[src/rtl/seq_pkg.sv]
// Shared definitions for the serial pattern detector family.
package seq_pkg;

    typedef enum logic {
        FILL,
        ARMED
    } seq_state_e;

    localparam logic [3:0] PAT_1001 = 4'b1001;

endpackage

[src/rtl/seq_match_cnt.sv]
// Saturating match counter; a clear coinciding with an increment counts that match.
module seq_match_cnt #(
    parameter int unsigned CW = 8
) (
    input  logic          clk,
    input  logic          res,
    input  logic          inc,
    input  logic          clr,
    output logic [CW-1:0] cnt,
    output logic          sat
);

    logic [CW-1:0] r_cnt;
    logic          r_sat;
    logic [CW-1:0] w_cnt_d;

    always_comb begin
        w_cnt_d = r_cnt;
        if (clr) begin
            w_cnt_d = inc ? CW'(1) : '0;
        end else if (inc && !r_sat) begin
            w_cnt_d = r_cnt + CW'(1);
        end
    end

    always_ff @(posedge clk) begin
        if (!res) begin
            r_cnt <= '0;
            r_sat <= 1'b0;
        end else begin
            r_cnt <= w_cnt_d;
            r_sat <= &w_cnt_d;
        end
    end

    assign cnt = r_cnt;
    assign sat = r_sat;

endmodule

[src/rtl/seq_det_param.sv]
// Parametrised serial pattern detector with loadable pattern, overlap select,
// valid-qualified input and a saturating match counter.
module seq_det_param
    import seq_pkg::*;
#(
    parameter int unsigned    W         = 4,
    parameter logic [W-1:0]   RESET_PAT = PAT_1001,
    parameter int unsigned    CW        = 8
) (
    input  logic          clk,
    input  logic          res,
    input  logic          x,
    input  logic          x_valid,
    input  logic [W-1:0]  pat,
    input  logic          pat_load,
    input  logic          ovl,
    input  logic          cnt_clr,
    output logic          out,
    output logic [CW-1:0] match_cnt,
    output logic          cnt_sat
);

    localparam int unsigned    FW        = $clog2(W + 1);
    localparam logic [FW-1:0]  FILL_FULL = FW'(W);
    localparam logic [FW-1:0]  FILL_LAST = FW'(W - 1);

    logic [W-1:0]  r_pat;
    // Only the W-1 most recent bits are kept; the incoming x completes the window.
    logic [W-2:0]  r_hist;
    logic [FW-1:0] r_fill;
    seq_state_e    r_state;
    logic          r_out;

    logic [W-1:0]  w_win;
    logic [FW-1:0] w_fill_d;
    seq_state_e    w_state_d;
    logic          w_accept;
    logic          w_ready;
    logic          w_match;

    assign w_accept = x_valid & ~pat_load;
    assign w_win    = {r_hist, x};
    assign w_ready  = (r_state == ARMED) || (r_fill == FILL_LAST);
    assign w_match  = w_accept && w_ready && (w_win == r_pat);

    always_comb begin
        w_fill_d  = r_fill;
        w_state_d = r_state;
        if (pat_load) begin
            w_fill_d  = '0;
            w_state_d = FILL;
        end else if (w_accept) begin
            if (w_match && !ovl) begin
                w_fill_d  = '0;
                w_state_d = FILL;
            end else if (r_state == ARMED) begin
                w_fill_d  = FILL_FULL;
                w_state_d = ARMED;
            end else begin
                w_fill_d  = r_fill + FW'(1);
                w_state_d = (r_fill == FILL_LAST) ? ARMED : FILL;
            end
        end
    end

    always_ff @(posedge clk) begin
        if (!res) begin
            r_pat   <= RESET_PAT;
            r_hist  <= '0;
            r_fill  <= '0;
            r_state <= FILL;
            r_out   <= 1'b0;
        end else begin
            if (pat_load) begin
                r_pat <= pat;
            end
            if (w_accept) begin
                r_hist <= w_win[W-2:0];
            end
            r_fill  <= w_fill_d;
            r_state <= w_state_d;
            r_out   <= w_match;
        end
    end

    assign out = r_out;

    seq_match_cnt #(
        .CW(CW)
    ) u_cnt (
        .clk(clk),
        .res(res),
        .inc(w_match),
        .clr(cnt_clr),
        .cnt(match_cnt),
        .sat(cnt_sat)
    );

endmodule

[config.mk]
export PLATFORM = sky130hd
export DESIGN_NAME = seq_det_param
export DESIGN_NICKNAME = d
export VERILOG_FILES = /design/src/rtl/seq_pkg.sv /design/src/rtl/seq_match_cnt.sv /design/src/rtl/seq_det_param.sv
export SDC_FILE = /design/constraint.sdc
export NUM_CORES = 1
export LEC_CHECK = 0
export ABC_AREA = 0
export CAP_MARGIN = 20
export CORE_ASPECT_RATIO = 1.2
export CORE_MARGIN = 3
export CORE_UTILIZATION = 30
export DETAILED_ROUTE_END_ITERATION = 8
export PLACE_DENSITY = 0.51
export SYNTH_ARGS = -nofsm -noshare
export SYNTH_HDL_FRONTEND = slang
export SYNTH_SLANG_ARGS = --single-unit
[constraint.sdc]
create_clock -name clk -period 3.53 [get_ports clk]
set_clock_uncertainty 0.2 [all_clocks]
set_input_delay 0.706 -clock clk [delete_from_list [all_inputs] [get_ports clk]]
set_output_delay 0.706 -clock clk [all_outputs]
set_load 0.02 [all_outputs]
== After elaboration in Yosys (flattened, before gate mapping) ==
Cells that the tools add are included.

* Output and inout port bits: 10
* Register bits: 21
* Bits of input ports: 11
* Word-level logic and storage cells: 31

* Muxes and demuxes: 8
* $add $sub $neg: 2
* Bitwise operators: 3
* Equal/unequal tests: 2
* Reductions and logical operators: 9

{| class="wikitable"
|+ Operators with widths
! kind !! number
|-
| $mux W8 || 2
|-
| $add A8 B1 Y8 const B || 1
|-
| $reduce_and A8 Y1 || 1
|-
| $mux W3 || 2
|-
| $eq A4 B4 Y1 || 1
|-
| $logic_and A1 B1 Y1 || 4
|-
| $mux W1 || 4
|-
| $add A3 B1 Y3 const B || 1
|-
| $eq A3 B2 Y1 const B || 1
|-
| $logic_not A1 Y1 || 2
|-
| $not A1 Y1 || 2
|-
| $reduce_or A2 Y1 || 1
|-
| $and A1 B1 Y1 || 1
|-
| $logic_or A1 B1 Y1 || 1
|}

== Depth between registers and ports, before layout ==
* Word-level depth: 8
* Depth in mapped cells: 8
* Gate-level depth less buffers: 7

== By module ==
Synthesis repeated with hierarchy kept, for this count alone.

* Cells, all modules: 111
* Area, all modules: 1091.0 um^2

{| class="wikitable"
|+ Modules (own cells, without submodules)
! module !! area each (um^2) !! instances !! cells each !! sequential area each (um^2)
|-
| seq_det_param || 588.1 || 1 || 56 || 240.2
|-
| seq_match_cnt || 503.0 || 1 || 55 || 180.2
|}

== Worst setup path after synthesis ==
Ideal clock, no wire load.

* Path type: input to register
* From: input port pat_load
* To: register u_cnt.r_sat (netlist: u_cnt.sat)
* Path buffers: 3
* Data arrival time: 2402 ps
* Stages: 8
* Setup time: 100 ps
* Slack: 828 ps
* Required time: 3230 ps
* Path through: buf_6 -> nand2b_4 -> buf_6 -> or3_1 -> buf_6 -> or4_1 -> a21o_1 -> a2111oi_4

* Cells in the longest elaborated chain, start to end: 8
* Elaborated cells on any way between the ends: 9
* Those cells by class: 3 x mux; 2 x bitwise; 4 x reduce/logical

{| class="wikitable"
|+ Ends and longest elaborated chain
! item !! RTL line !! RTL
|-
| from (decl) || seq_det_param.sv:15 || <nowiki>input logic pat_load,</nowiki>
|-
| $not A1 Y1 * || seq_det_param.sv:41 || <nowiki>assign w_accept = x_valid & ~pat_load;</nowiki>
|-
| $and A1 B1 Y1 * || seq_det_param.sv:41 ||
|-
| $logic_and A1 B1 Y1 * (2 in series) || seq_det_param.sv:44 || <nowiki>assign w_match = w_accept && w_ready && (w_win == r_pat);</nowiki>
|-
| $logic_and A1 B1 Y1 || seq_match_cnt.sv:21 || <nowiki>end else if (inc && !r_sat) begin</nowiki>
|-
| $mux W8 || seq_match_cnt.sv:21 ||
|-
| $mux W8 * || seq_match_cnt.sv:19 || <nowiki>if (clr) begin</nowiki>
|-
| $reduce_and A8 Y1 * || seq_match_cnt.sv:32 || <nowiki>r_sat <= &w_cnt_d;</nowiki>
|-
| to (signal assigned) || seq_match_cnt.sv:32 ||
|-
| to (decl) || seq_match_cnt.sv:14 || <nowiki>logic r_sat;</nowiki>
|}

Every way passes the cells marked *; elsewhere a longest branch is shown, timed or not.
A chain may end at the register's enable or synchronous reset.

== Worst setup path after layout ==
* From: input port x_valid
* To: register u_cnt.r_sat (netlist: u_cnt.sat)

* Cells in the longest elaborated chain, start to end: 7
* Elaborated cells on any way between the ends: 8
* Those cells by class: 3 x mux; 1 x bitwise; 4 x reduce/logical

{| class="wikitable"
|+ Ends and longest elaborated chain
! item !! RTL line !! RTL
|-
| from (decl) || seq_det_param.sv:13 || <nowiki>input logic x_valid,</nowiki>
|-
| $and A1 B1 Y1 * || seq_det_param.sv:41 ||
|-
| $logic_and A1 B1 Y1 * (2 in series) || seq_det_param.sv:44 ||
|-
| $logic_and A1 B1 Y1 || seq_match_cnt.sv:21 ||
|-
| $mux W8 || seq_match_cnt.sv:21 ||
|-
| $mux W8 * || seq_match_cnt.sv:19 ||
|-
| $reduce_and A8 Y1 * || seq_match_cnt.sv:32 ||
|}

Marked as above.

==> implementation parameters <==
Parameter                              Value

Placement
  Estimated wirelength of the detail-placed design ... 2.125 mm
  I/O Buffers ... 20
  Placer's final routability congestion estimate ... 0.8635

Pwr
  Total power ... 0.4439 mW
  Total power density per cell area ... 303.7 mW/mm^2
  Worst voltage drop across the vdd grid ... 0.1551 mV
  Lkg Pwr ... 0.4738 nW

Setup path
  Crit-path max FO ... 10
  Critical setup path kind ... in2reg
  Series of cell instances along the critical path ... clkdlybuf4s50_1 > nand2b_4 > or3_1 > or4_1 > a21o_1 > a2111oi_4
  CP max stage cell ... sky130_fd_sc_hd__clkdlybuf4s50_1
  Worst reg-to-reg setup slack ... 1060 ps
  Crit path arrival time ... 2840 ps
  Nature of the critical path startpoint ... input port
  Endpoint of the worst-slack reg-to-reg timing path ... u_cnt.sat$_SDFF_PN0_
  Worst R2R Start ... r_fill[0]$_SDFFE_PP0P_
  Setup crit end kind ... flop
  Depth of the worst register-to-register path ... 7
  Peak per-stage delay on the critical path ... 570 ps
  WP data required ... 3490 ps

Floorplan
  Die area ... 0.004757 sq mm
  Die span in y ... 74.96 microns
  I/O pin cnt ... 21
  Horizontal die dimension ... 63.46 microns
  Initial core utilization ... 0.3192
  Number of cell rows ... 24
  Core area ... 0.003724 sq mm

Final layout
  Total number of nets in the final design ... 177
  Antenna cell count ... 0
  Area Growth Syn to Fin ... 22.95%
  Share of post-route cells with drive strength above 1 ... 0.04938
  Filler cell count ... 390

Detailed routing
  Number of design-rule violations left by the first detailed-router iteration ... 33
  First-pass detailed-route iteration total ... 4
  Antenna violation net count after detailed routing ... 0
  Routed wire per std cell ... 12.96 microns
  Remaining design rule violation count ... 0
  Routed wire length ... 2.774 mm
  Via count ... 1071
  Drt via density ... 5.005

Run
  MaxCap Viol Count ... 0

Synthesis
  Synth top area cells ... sky130_fd_sc_hd__dfxtp_1 35%, sky130_fd_sc_hd__nand2_1 6.3%, sky130_fd_sc_hd__xnor2_1 5.2%, sky130_fd_sc_hd__mux2i_1 4.2%, sky130_fd_sc_hd__nor2_1 4.1%
  FFs w/ async S/R, synth ... 0
  Mapped Nets ... 157
  Register bit total from synthesis ... 21
  Number of enable-type register cells in the synthesized netlist ... 0
  Fraction of post-synthesis cell area in the top cell type by area ... 0.3537
  Number of distinct standard cells referenced by the synthesized netlist ... 39
  Most used flip-flop cell after synthesis ... sky130_fd_sc_hd__dfxtp_1
  Number of standard cells after synthesis ... 143
  Yosys Warn Count ... 0
  Proportion of synthesized chip area in sequential cells ... 0.3537
  Post-Syn Area per Cell ... 8.312 sq um
  Library cell with the largest summed area after synthesis ... sky130_fd_sc_hd__dfxtp_1
  Post-synthesis instance area ... 0.001189 sq mm

Timing
  Transition time of the tightest slew-check pin ... 586.0 ps
  Max-Slew Margin vs Limit ... 0.6058
  Hold Violations, Final ... 0
  Final period util ... 0.8153
  Fmax ... 347.4 MHz
  Setup TNS after final layout ... 0 ps
  Time the final worst path needs with I/O delays and setup ... 2878 ps
  RSZ-0062 raised after global routing ... no
  Count of final max-slew check failures ... 0
  Total of endpoints with negative setup slack in the final report ... 0

Global route
  Number of antenna violations at the first check in global routing ... 0
  Wire length of the first global-routing pass ... 4.698 mm
  GRT Residual Overflow ... 0
  Total routing usage reported by global routing ... 0.1254
  Largest net degree at the start of global routing ... 12
  Number of global-route vias before repair ... 1060

Clock network
  Hold buffers post-CTS ... 0
  Number of buffers on the longest clock path ... 2
  CTS clock-pin slew for the worst setup and hold paths ... 80 ps
  Clock Sinks ... 21
  TritonCTS clock tree ... done
  Total of cells resized after clock tree synthesis ... 0
  Depth of the CTS H-tree ... 1
  Post-CTS setup buffer count ... 0
  Clock buffers created by TritonCTS ... 3
  CTS Root Cell ... sky130_fd_sc_hd__clkbuf_8
  Clock insertion delay at the later pin of the skew report ... 260 ps

Outcome
  Result of the run ... complete, no violations

Hold path
  Min-delay src ... r_fill[2]$_SDFFE_PP0P_
  Cell depth of the worst min-delay path ... 2
  Class of the worst hold path ... reg2reg
  Worst hold endpoint ... r_fill[2]$_SDFFE_PP0P_
## per-layer routing
metal	GRT usage	up-vias	part of all wire
met4	0.06235	0	0.020
met2	0.2239	32	0.49
li1	-	542	-
met5	0	-	0
met1	0.1440	490	0.45
met3	0.02537	7	0.047
## layout by cell type (no fill, tap or decap), drive strengths merged, types with 3 or more instances in the layout
master,n
a21oi,9
and3,4
clkbuf,4
clkdlybuf4s50,20
dfxtp,21
ha,3
inv,8
mux2i,5
nand2,20
nand2b,5
nand3,6
nand4,3
nor2,13
nor3,6
nor4,3
xnor2,7
## cell families after synthesis
kind of cell | share of synthesized area
buf+inv | 0.06316
mux | 0.04211
compound gates | 0.1463
xor+xnor | 0.06632
flops | 0.3537
simple gates | 0.2968
fa+ha+maj | 0.03158
## metrics by stage
stage                     area (sq um)  std cells  utilization  hold slack, ps  setup WS, ps
after detailed placement          1416        210       0.3804           258.8         389.7
final                             1461        214       0.3925           265.8         651.9
after floorplan                   1189        143            -           231.9         828.3
after CTS                         1461        214       0.3925           270.3         665.0
after global routing              1461        214       0.3925           286.3         560.2
after global placement            1416        210       0.3804           258.9         446.5
## synth_stat cells, types with 2 or more instances
cell type	n
sky130_fd_sc_hd__clkbuf_1	2
sky130_fd_sc_hd__o21ai_0	2
sky130_fd_sc_hd__nand3_1	6
sky130_fd_sc_hd__nand2_1	20
sky130_fd_sc_hd__o32a_1	2
sky130_fd_sc_hd__and3_1	4
sky130_fd_sc_hd__dfxtp_1	21
sky130_fd_sc_hd__nand3b_1	2
sky130_fd_sc_hd__inv_1	8
sky130_fd_sc_hd__xnor2_1	7
sky130_fd_sc_hd__a21oi_1	9
sky130_fd_sc_hd__nand4_1	3
sky130_fd_sc_hd__buf_6	3
sky130_fd_sc_hd__ha_1	3
sky130_fd_sc_hd__xor2_1	2
sky130_fd_sc_hd__nor2_1	13
sky130_fd_sc_hd__nor2b_1	2
sky130_fd_sc_hd__nor3_1	5
sky130_fd_sc_hd__nor4_1	2
sky130_fd_sc_hd__mux2i_1	5
sky130_fd_sc_hd__nand2b_1	4
## worst max-delay path by stage
| stage | start | end | slack (ps) | cells after the start |
|---|---|---|---|---|
| CTS | x_valid | u_cnt.sat$_SDFF_PN0_ | 670 | 6 |
| detailed placement | x_valid | u_cnt.sat$_SDFF_PN0_ | 390 | 6 |
| global placement | x_valid | u_cnt.sat$_SDFF_PN0_ | 450 | 6 |
| finish | x_valid | u_cnt.sat$_SDFF_PN0_ | 650 | 6 |
| global route | x_valid | u_cnt.sat$_SDFF_PN0_ | 560 | 6 |
| floorplan | pat_load | u_cnt.sat$_SDFF_PN0_ | 830 | 8 |
## layout make-up
| cell class | count | area (sq um) | share of cell area |
|---|---|---|---|
| sequential | 21 | 420.4 | 0.2877 |
| multi-input combinational | 108 | 693.2 | 0.4743 |
| timing repair buffer | 21 | 207.7 | 0.1421 |
| clock buffer | 4 | 45.04 | 0.03082 |
| tap | 52 | 65.06 | 0.04452 |
| inverter | 8 | 30.03 | 0.02055 |
## critical path: cells and delay by family
kind | cells | cell delay, ps
and+or+nand+nor | 3 | 1170
buffers and inverters | 1 | 570
AOI/OAI and AO/OA | 2 | 390
## registers in the layout, indices dropped and copies added (netlist names)
name and cells:
r_state 1, r_fill 3, u_cnt.cnt 8, u_cnt.sat 1, out 1, r_pat 4, r_hist 3
## power breakdown
part | switching [mW] | internal (mW)
sequential | 0.00303 | 0.241
combinational | 0.0195 | 0.0196
clock | 0.0806 | 0.0804
total | 0.103 | 0.341
(Power assumes the default switching activity.)
